### src/rtl/heartbeat_window_monitor.sv
// Heartbeat qualifier: measures rising-edge-to-rising-edge period of an async
// pwm line, windows each period and drives a hysteretic alive/dead FSM.
module heartbeat_window_monitor #(
    parameter int CNT_W      = 24,
    parameter int MIN_PERIOD = 40000,
    parameter int MAX_PERIOD = 60000,
    parameter int GOOD_N     = 4,
    parameter int BAD_N      = 2
) (
    input  logic             clk,
    input  logic             rst,
    input  logic             pwm,
    input  logic             enable,
    output logic             io,
    output logic [1:0]       state,
    output logic [CNT_W-1:0] period,
    output logic             period_valid,
    output logic             fault,
    output logic [1:0]       fault_code
);

    localparam logic [1:0] ST_IDLE    = 2'd0;
    localparam logic [1:0] ST_ACQUIRE = 2'd1;
    localparam logic [1:0] ST_ALIVE   = 2'd2;
    localparam logic [1:0] ST_SUSPECT = 2'd3;

    localparam int GW = $clog2(GOOD_N + 1);
    localparam int BW = $clog2(BAD_N + 1);

    localparam logic [CNT_W-1:0] MIN_C   = CNT_W'(MIN_PERIOD);
    localparam logic [CNT_W-1:0] MAX_C   = CNT_W'(MAX_PERIOD);
    localparam logic [CNT_W-1:0] CNT_SAT = CNT_W'(MAX_PERIOD + 1);
    localparam logic [CNT_W-1:0] CNT_ONE = CNT_W'(1);
    localparam logic [GW-1:0]    GOOD_C  = GW'(GOOD_N);
    localparam logic [BW-1:0]    BAD_C   = BW'(BAD_N);

    logic             sync1_reg, sync2_reg, sync_d_reg, edge_reg;
    logic [CNT_W-1:0] cnt_reg, cnt_next;
    logic             armed_reg, armed_next;
    logic [GW-1:0]    good_cnt_reg, good_cnt_next, good_inc;
    logic [BW-1:0]    bad_cnt_reg, bad_cnt_next, bad_inc;
    logic [1:0]       state_reg, state_next;
    logic [CNT_W-1:0] period_reg, period_next;
    logic             period_valid_reg, period_valid_next;
    logic             fault_reg, fault_next;
    logic [1:0]       fault_code_reg, fault_code_next;
    logic             measure, timeout, is_short, is_long, is_good, is_bad;

    // Input path keeps running regardless of enable so no edge is half-seen.
    always_ff @(posedge clk) begin
        if (rst) begin
            sync1_reg  <= 1'b0;
            sync2_reg  <= 1'b0;
            sync_d_reg <= 1'b0;
            edge_reg   <= 1'b0;
        end else begin
            sync1_reg  <= pwm;
            sync2_reg  <= sync1_reg;
            sync_d_reg <= sync2_reg;
            edge_reg   <= sync2_reg & ~sync_d_reg;
        end
    end

    always_comb begin
        measure  = edge_reg && armed_reg;
        // An edge coinciding with saturation is measured instead of timing out.
        timeout  = armed_reg && !edge_reg && (cnt_reg == CNT_SAT);
        is_short = measure && (cnt_reg < MIN_C);
        is_long  = measure && (cnt_reg > MAX_C);
        is_good  = measure && !is_short && !is_long;
        is_bad   = is_short || is_long || timeout;
        good_inc = good_cnt_reg + 1'b1;
        bad_inc  = bad_cnt_reg + 1'b1;

        if (edge_reg)                 cnt_next = CNT_ONE;
        else if (cnt_reg == CNT_SAT)  cnt_next = cnt_reg;
        else                          cnt_next = cnt_reg + 1'b1;

        if (edge_reg)      armed_next = 1'b1;
        else if (timeout)  armed_next = 1'b0;
        else               armed_next = armed_reg;

        state_next    = state_reg;
        good_cnt_next = good_cnt_reg;
        bad_cnt_next  = bad_cnt_reg;

        case (state_reg)
            ST_IDLE: begin
                if (edge_reg) begin
                    state_next    = ST_ACQUIRE;
                    good_cnt_next = '0;
                end
            end
            ST_ACQUIRE: begin
                if (is_good) begin
                    if (good_inc == GOOD_C) begin
                        state_next    = ST_ALIVE;
                        good_cnt_next = '0;
                        bad_cnt_next  = '0;
                    end else begin
                        good_cnt_next = good_inc;
                    end
                end else if (is_short) begin
                    good_cnt_next = '0;
                end else if (is_bad) begin
                    state_next    = ST_IDLE;
                    good_cnt_next = '0;
                end
            end
            ST_ALIVE: begin
                if (is_bad) begin
                    bad_cnt_next = BW'(1);
                    state_next   = (BAD_N == 1) ? ST_IDLE : ST_SUSPECT;
                end
            end
            default: begin
                if (is_good) begin
                    state_next   = ST_ALIVE;
                    bad_cnt_next = '0;
                end else if (is_bad) begin
                    if (bad_inc == BAD_C) begin
                        state_next   = ST_IDLE;
                        bad_cnt_next = '0;
                    end else begin
                        bad_cnt_next = bad_inc;
                    end
                end
            end
        endcase

        period_valid_next = measure;
        period_next       = measure ? cnt_reg : period_reg;
        fault_next        = is_bad;
        if (is_short)     fault_code_next = 2'b01;
        else if (is_bad)  fault_code_next = 2'b10;
        else              fault_code_next = fault_code_reg;

        if (!enable) begin
            state_next        = ST_IDLE;
            cnt_next          = '0;
            armed_next        = 1'b0;
            good_cnt_next     = '0;
            bad_cnt_next      = '0;
            period_valid_next = 1'b0;
            fault_next        = 1'b0;
            period_next       = period_reg;
            fault_code_next   = fault_code_reg;
        end
    end

    always_ff @(posedge clk) begin
        if (rst) begin
            cnt_reg          <= '0;
            armed_reg        <= 1'b0;
            good_cnt_reg     <= '0;
            bad_cnt_reg      <= '0;
            state_reg        <= ST_IDLE;
            period_reg       <= '0;
            period_valid_reg <= 1'b0;
            fault_reg        <= 1'b0;
            fault_code_reg   <= 2'b00;
        end else begin
            cnt_reg          <= cnt_next;
            armed_reg        <= armed_next;
            good_cnt_reg     <= good_cnt_next;
            bad_cnt_reg      <= bad_cnt_next;
            state_reg        <= state_next;
            period_reg       <= period_next;
            period_valid_reg <= period_valid_next;
            fault_reg        <= fault_next;
            fault_code_reg   <= fault_code_next;
        end
    end

    assign io           = (state_reg == ST_ALIVE) || (state_reg == ST_SUSPECT);
    assign state        = state_reg;
    assign period       = period_reg;
    assign period_valid = period_valid_reg;
    assign fault        = fault_reg;
    assign fault_code   = fault_code_reg;

endmodule

### config.mk
export PLATFORM = sky130hd
export DESIGN_NAME = heartbeat_window_monitor
export DESIGN_NICKNAME = d
export VERILOG_FILES = /design/src/rtl/heartbeat_window_monitor.sv
export SDC_FILE = /design/constraint.sdc
export NUM_CORES = 1
export LEC_CHECK = 0
export CAP_MARGIN = 10
export CORE_MARGIN = 10
export CORE_UTILIZATION = 45
export CTS_CLUSTER_DIAMETER = 100
export DETAILED_ROUTE_END_ITERATION = 16
export PLACE_DENSITY = 0.69
export SYNTH_ARGS = -nofsm -noshare
export SYNTH_HDL_FRONTEND = slang
export SYNTH_SLANG_ARGS = --single-unit
### constraint.sdc
create_clock -name clk -period 2.7 [get_ports clk]
set_input_delay 0.54 -clock clk [delete_from_list [all_inputs] [get_ports clk]]
set_output_delay 0.54 -clock clk [all_outputs]
set_load 0.02 [all_outputs]
# Yosys cells after proc, flatten, opt, wreduce, memory -nomap -nowiden
# Cells that the tools add are included.
[word_totals]
ff_bits = 64
in_bits = 4
[op_classes]
add_sub_neg = 3
order_cmp = 2
n_eq_ne = 15
muxes = 29
bitwise = 4
n_reduce_logical = 27
[op_table]
columns = ["operator", "count"]
rows = [
  ["$mux 2", 17],
  ["$add 24x1->24 const B", 1],
  ["$eq 24x16->1 const B", 1],
  ["$gt 24x16->1 const B", 1],
  ["$lt 24x16->1 const B", 1],
  ["$mux 3", 5],
  ["$pmux 2 s3", 2],
  ["$ne 2x2->1 const B", 5],
  ["$ne 3x3->1 const B", 3],
  ["$reduce_bool 2->1", 4],
  ["$logic_and 1x1->1", 7],
  ["$reduce_and 7->1", 1],
  ["$eq 2x2->1 const B", 3],
  ["$pmux 3 s2", 1],
  ["$reduce_and 5->1", 1],
  ["$reduce_bool 5->1", 1],
  ["$mux 1", 4],
  ["$ne 4x4->1 const B", 1],
  ["$reduce_and 2->1", 2],
  ["$add 3x1->3 const B", 1],
  ["$eq 3x3->1 const B", 1],
  ["$logic_not 1->1", 3],
  ["$logic_or 1x1->1", 3],
  ["$not 1->1", 3],
  ["8 further kinds", 8],
]

# Depth between registers and ports, before layout
[depth]
depth_word = 8
ltp_mapped = 8
mapped_depth_nobuf = 8

# Worst setup path after synthesis
# No wires, ideal clock.
[synth_timing]
path_kind = "reg2reg"
from = "reg state_reg[0], in the netlist state[0]"
to = "reg with a tool-made name"
t_arrival_ns = 1.816
required_time_ns = 2.574
slack_ns = 0.758
path_stages_with_launch = 9
n_path_buf = 0
period_less_slack_ns = 1.942
cell_sequence = "dfxtp_1 inv_1 ha_1 nor2b_1 and4_1 o2bb2ai_1 a311oi_4 a31o_1 a21oi_1"
[synth_lines]
columns = ["element", "line_no", "source"]
rows = [
  ["from (decl)", "42", "logic [1:0] state_reg, state_next;"],
  ["from (signal assigned)", "167", "state_reg <= state_next;"],
]

# Worst setup path in the final report
[layout_timing]
from = "reg state_reg[0], in the netlist state[0]"
to = "out io"
[layout_via]
elab_chain_len = 2
elab_cells_between_ends = 3
classes_between = "2 x eq/ne; 1 x reduce/logical"
[layout_rtl]
columns = ["element", "line_no", "source"]
rows = [
  ["$eq 2x2->1", "175", "assign io = (state_reg == ST_ALIVE) || (state_reg == ST_SUSPECT);"],
  ["$logic_or 1x1->1 *", "175", ""],
  ["to (decl)", "14", "output logic io,"],
]
# Mark *: on every way between the ends. The rest lies on a longest branch, timed or not.

==> flow_metrics.env <==
export IMPL_status="completed"
export IMPL_start_util_pct=47.08
export IMPL_grt_pass1_wl_mm=10.12
export IMPL_avgRoutedWirePerCell_um=12.96
export IMPL_powerDensity_nw_per_um2=544.0
export IMPL_io_pins=35
export IMPL_final_util_pct=57.75
export IMPL_min_path_type="flip-flop to flip-flop"
export IMPL_cp_start_kind="flip-flop"
export IMPL_area_growth_pct=22.67
export IMPL_crit_buf_inv=2
export IMPL_endpoint="io"
export IMPL_ys_seq_area_share_pct=45.43
export IMPL_fin_cells=456
export IMPL_h_tree_depth=3
export IMPL_place_gp_congestion=0.8254
export IMPL_cts_sinks=64
export IMPL_slew_headroom_pct=70.06
export IMPL_fin_skew_ps=5.337
export IMPL_cp_arrival_ps=2000
export IMPL_cts_made_buffers=9
export IMPL_finalCriticalPeriod_ps=2538
export IMPL_ys_ff_latch=64
export IMPL_total_power_mw=1.882
export IMPL_cts_tree="done"
export IMPL_grt_usage_pct=12.39
export IMPL_drc=0
export IMPL_cts_root_buf="clkbuf_8"
export IMPL_viasPerCell=5.175
export IMPL_synth_area_top_cells="dfxtp_1 45%, nand2_1 8.3%, a21oi_1 5.5%, nor2_1 4.8%, xor2_1 3.7%"
export IMPL_nets=388
export IMPL_whs_ps=388.3
export IMPL_synth_nets=350
export IMPL_reg2reg_slack_ps=600
export IMPL_finalCritPeriodShare_pct=94.02
export IMPL_path_cells="inv_1, ha_1, or2_2, clkdlybuf4s50_1"
export IMPL_post_cts_buffers=0
export IMPL_crit_path_end_kind="output pin"
export IMPL_worst_slew_pin_slew_ps=445.7
export IMPL_hold_viol_final=0
export IMPL_clock_latency_ps=350
export IMPL_cts_resized_gates=0
export IMPL_drive_gt1_share_pct=8.136
export IMPL_num_rows=28
export IMPL_drv_cap=0
export IMPL_grt_pass1_vias=2191
export IMPL_hpwl_mm=4.256
export IMPL_syn_area_um2=2820
export IMPL_max_freq_ghz=0.3939
export IMPL_grt_ovfl_total=0
export IMPL_p_leak_nw=1.186
export IMPL_ctsHoldBuffers=0
export IMPL_vias=2360
export IMPL_drt_total_wl_mm=5.908
export IMPL_grt_antenna_before_repair=0
export IMPL_rr_startpoint="cnt_reg[10]$_SDFFE_PP0P_"
export IMPL_maxSlewViolCount=0
export IMPL_drtAntennaViolNets=0
export IMPL_ys_warnings_count=0
export IMPL_reg2regPathDepth=7
export IMPL_cp_depth=4
export IMPL_grt_max_degree=33
export IMPL_crit_start="state[0]$_SDFFE_PP0P_"
export IMPL_die_h_um=99.17
export IMPL_port_buffers=34
export IMPL_synth_cell_types=47
export IMPL_drt_initial_drc_count=99
export IMPL_cp_slowest_cell="clkdlybuf4s50_1"
export IMPL_synth_area_per_cell_um2=8.344
export IMPL_die_area_um2=9834
export IMPL_place_inst=440
export IMPL_synthArstFlopShare_pct=0
export IMPL_path_clk_slew_ps=70
export IMPL_synth_top_cell_area_share_pct=45.43
export IMPL_synthesis_instances=338
export IMPL_synthFlopType="dfxtp_1"
export IMPL_die_width_um=99.17
export IMPL_path_max_fanout=7
export IMPL_worstSetupPathType="flip-flop to output pin"
export IMPL_antenna_cells=0
export IMPL_core_um2=5991
export IMPL_required_ps=2160
export IMPL_path_delay_family="buffers and inverters"
export IMPL_max_stage_delay_ps=540
export IMPL_synth_top_cell_by_area="dfxtp_1"
export IMPL_first_pass_iters=4
export IMPL_clock_path_buffers=2
export IMPL_setup_tns_ps=0
export IMPL_synth_edff_count=0
export IMPL_rsz0062_at_grt="false"
export IMPL_setup_viol=0
export IMPL_irDropWorstVdd_v=0.0002705
## final cells by class
type	instances	area, um^2
clock inverter	6	83.83
timing repair buffer	41	392.9
clock buffer	10	127.6
tap	75	93.84
inverter	11	41.29
sequential	64	1281
fill	541	2531
multi-input combinational	249	1439
## routing by layer
| metal | share of wire (%) | global-route usage [%] | vias to the layer above | wire length, um |
|---|---|---|---|---|
| li1 | - | - | 1221 | - |
| met1 | 46 | 14.95 | 1092 | 2722 |
| met2 | 46 | 18.69 | 36 | 2702 |
| met3 | 6.3 | 5.052 | 11 | 373 |
| met4 | 1.8 | 5.954 | 0 | 108 |
| met5 | 0 | 0 | - | 0 |
## cell families after synthesis
logic type      after synthesis  synth area share [%]
flops                        64                 45.43
buf+inv                      25                 3.549
mux                           1                0.3549
compound gates               59                 13.75
xor+xnor                     21                 6.522
simple gates                160                 26.84
fa+ha+maj                     8                 3.549
## synth_stat cells (3+ instances only)
master    number
a211oi_1       3
a21oi_1       31
and2_1         3
and3_1         8
clkbuf_1      11
dfxtp_1       64
ha_1           8
inv_1         11
nand2_1       62
nand2b_1       3
nand3_1       15
nand4_1        6
nor2_1        36
nor2b_1        8
nor3_1         5
o21ai_0        5
xnor2_1        9
xor2_1        12
## report_power, final
part	total, mW	internal [mW]	switching (mW)
Sequential	0.953	0.948	0.00502
Combinational	0.0395	0.0148	0.0247
Clock	0.890	0.516	0.373
## layout by cell type, fill, tap and decap left out, drive strengths merged, types with 4 or more instances in the layout
master	netlist	routed
ha	8	8
nor2b	8	8
clkdlybuf4s50	0	34
nand2	62	62
clkbuf	11	10
dfxtp	64	64
a211oi	4	4
and3	8	8
nor4	4	4
nand3	15	15
nor2	36	36
o21ai	7	7
nor3	6	6
clkinv	0	4
nand4	6	6
xnor2	9	9
a21oi	33	33
inv	11	11
xor2	12	12
buf	3	7
## metrics by stage
step	cell area, um^2	worst slack [ps]
floorplan	2820	758.1
global placement	3248	567.8
detailed placement	3248	528.7
CTS	3460	140.1
global route	3460	16.19
finish	3460	161.6
## worst register-to-register path, cell delays in order (launching register included)
cell and delay [ps]:
dfxtp_1 520, nor4_2 90, a221o_1 370, a21oi_2 220, nor2_1 160, a311oi_4 370, a31o_1 190, a21oi_1 50
## worst min path at each step
stage,start,end,slack (ps),cells after the start
after floorplan,sync_d_reg$_SDFF_PP0_,edge_reg$_SDFF_PP0_,370,1
after global placement,sync_d_reg$_SDFF_PP0_,edge_reg$_SDFF_PP0_,370,1
after detailed placement,sync_d_reg$_SDFF_PP0_,edge_reg$_SDFF_PP0_,380,1
after CTS,sync_d_reg$_SDFF_PP0_,edge_reg$_SDFF_PP0_,390,1
after global routing,sync_d_reg$_SDFF_PP0_,edge_reg$_SDFF_PP0_,390,1
final,sync_d_reg$_SDFF_PP0_,edge_reg$_SDFF_PP0_,390,1
(Power assumes the default switching activity.)
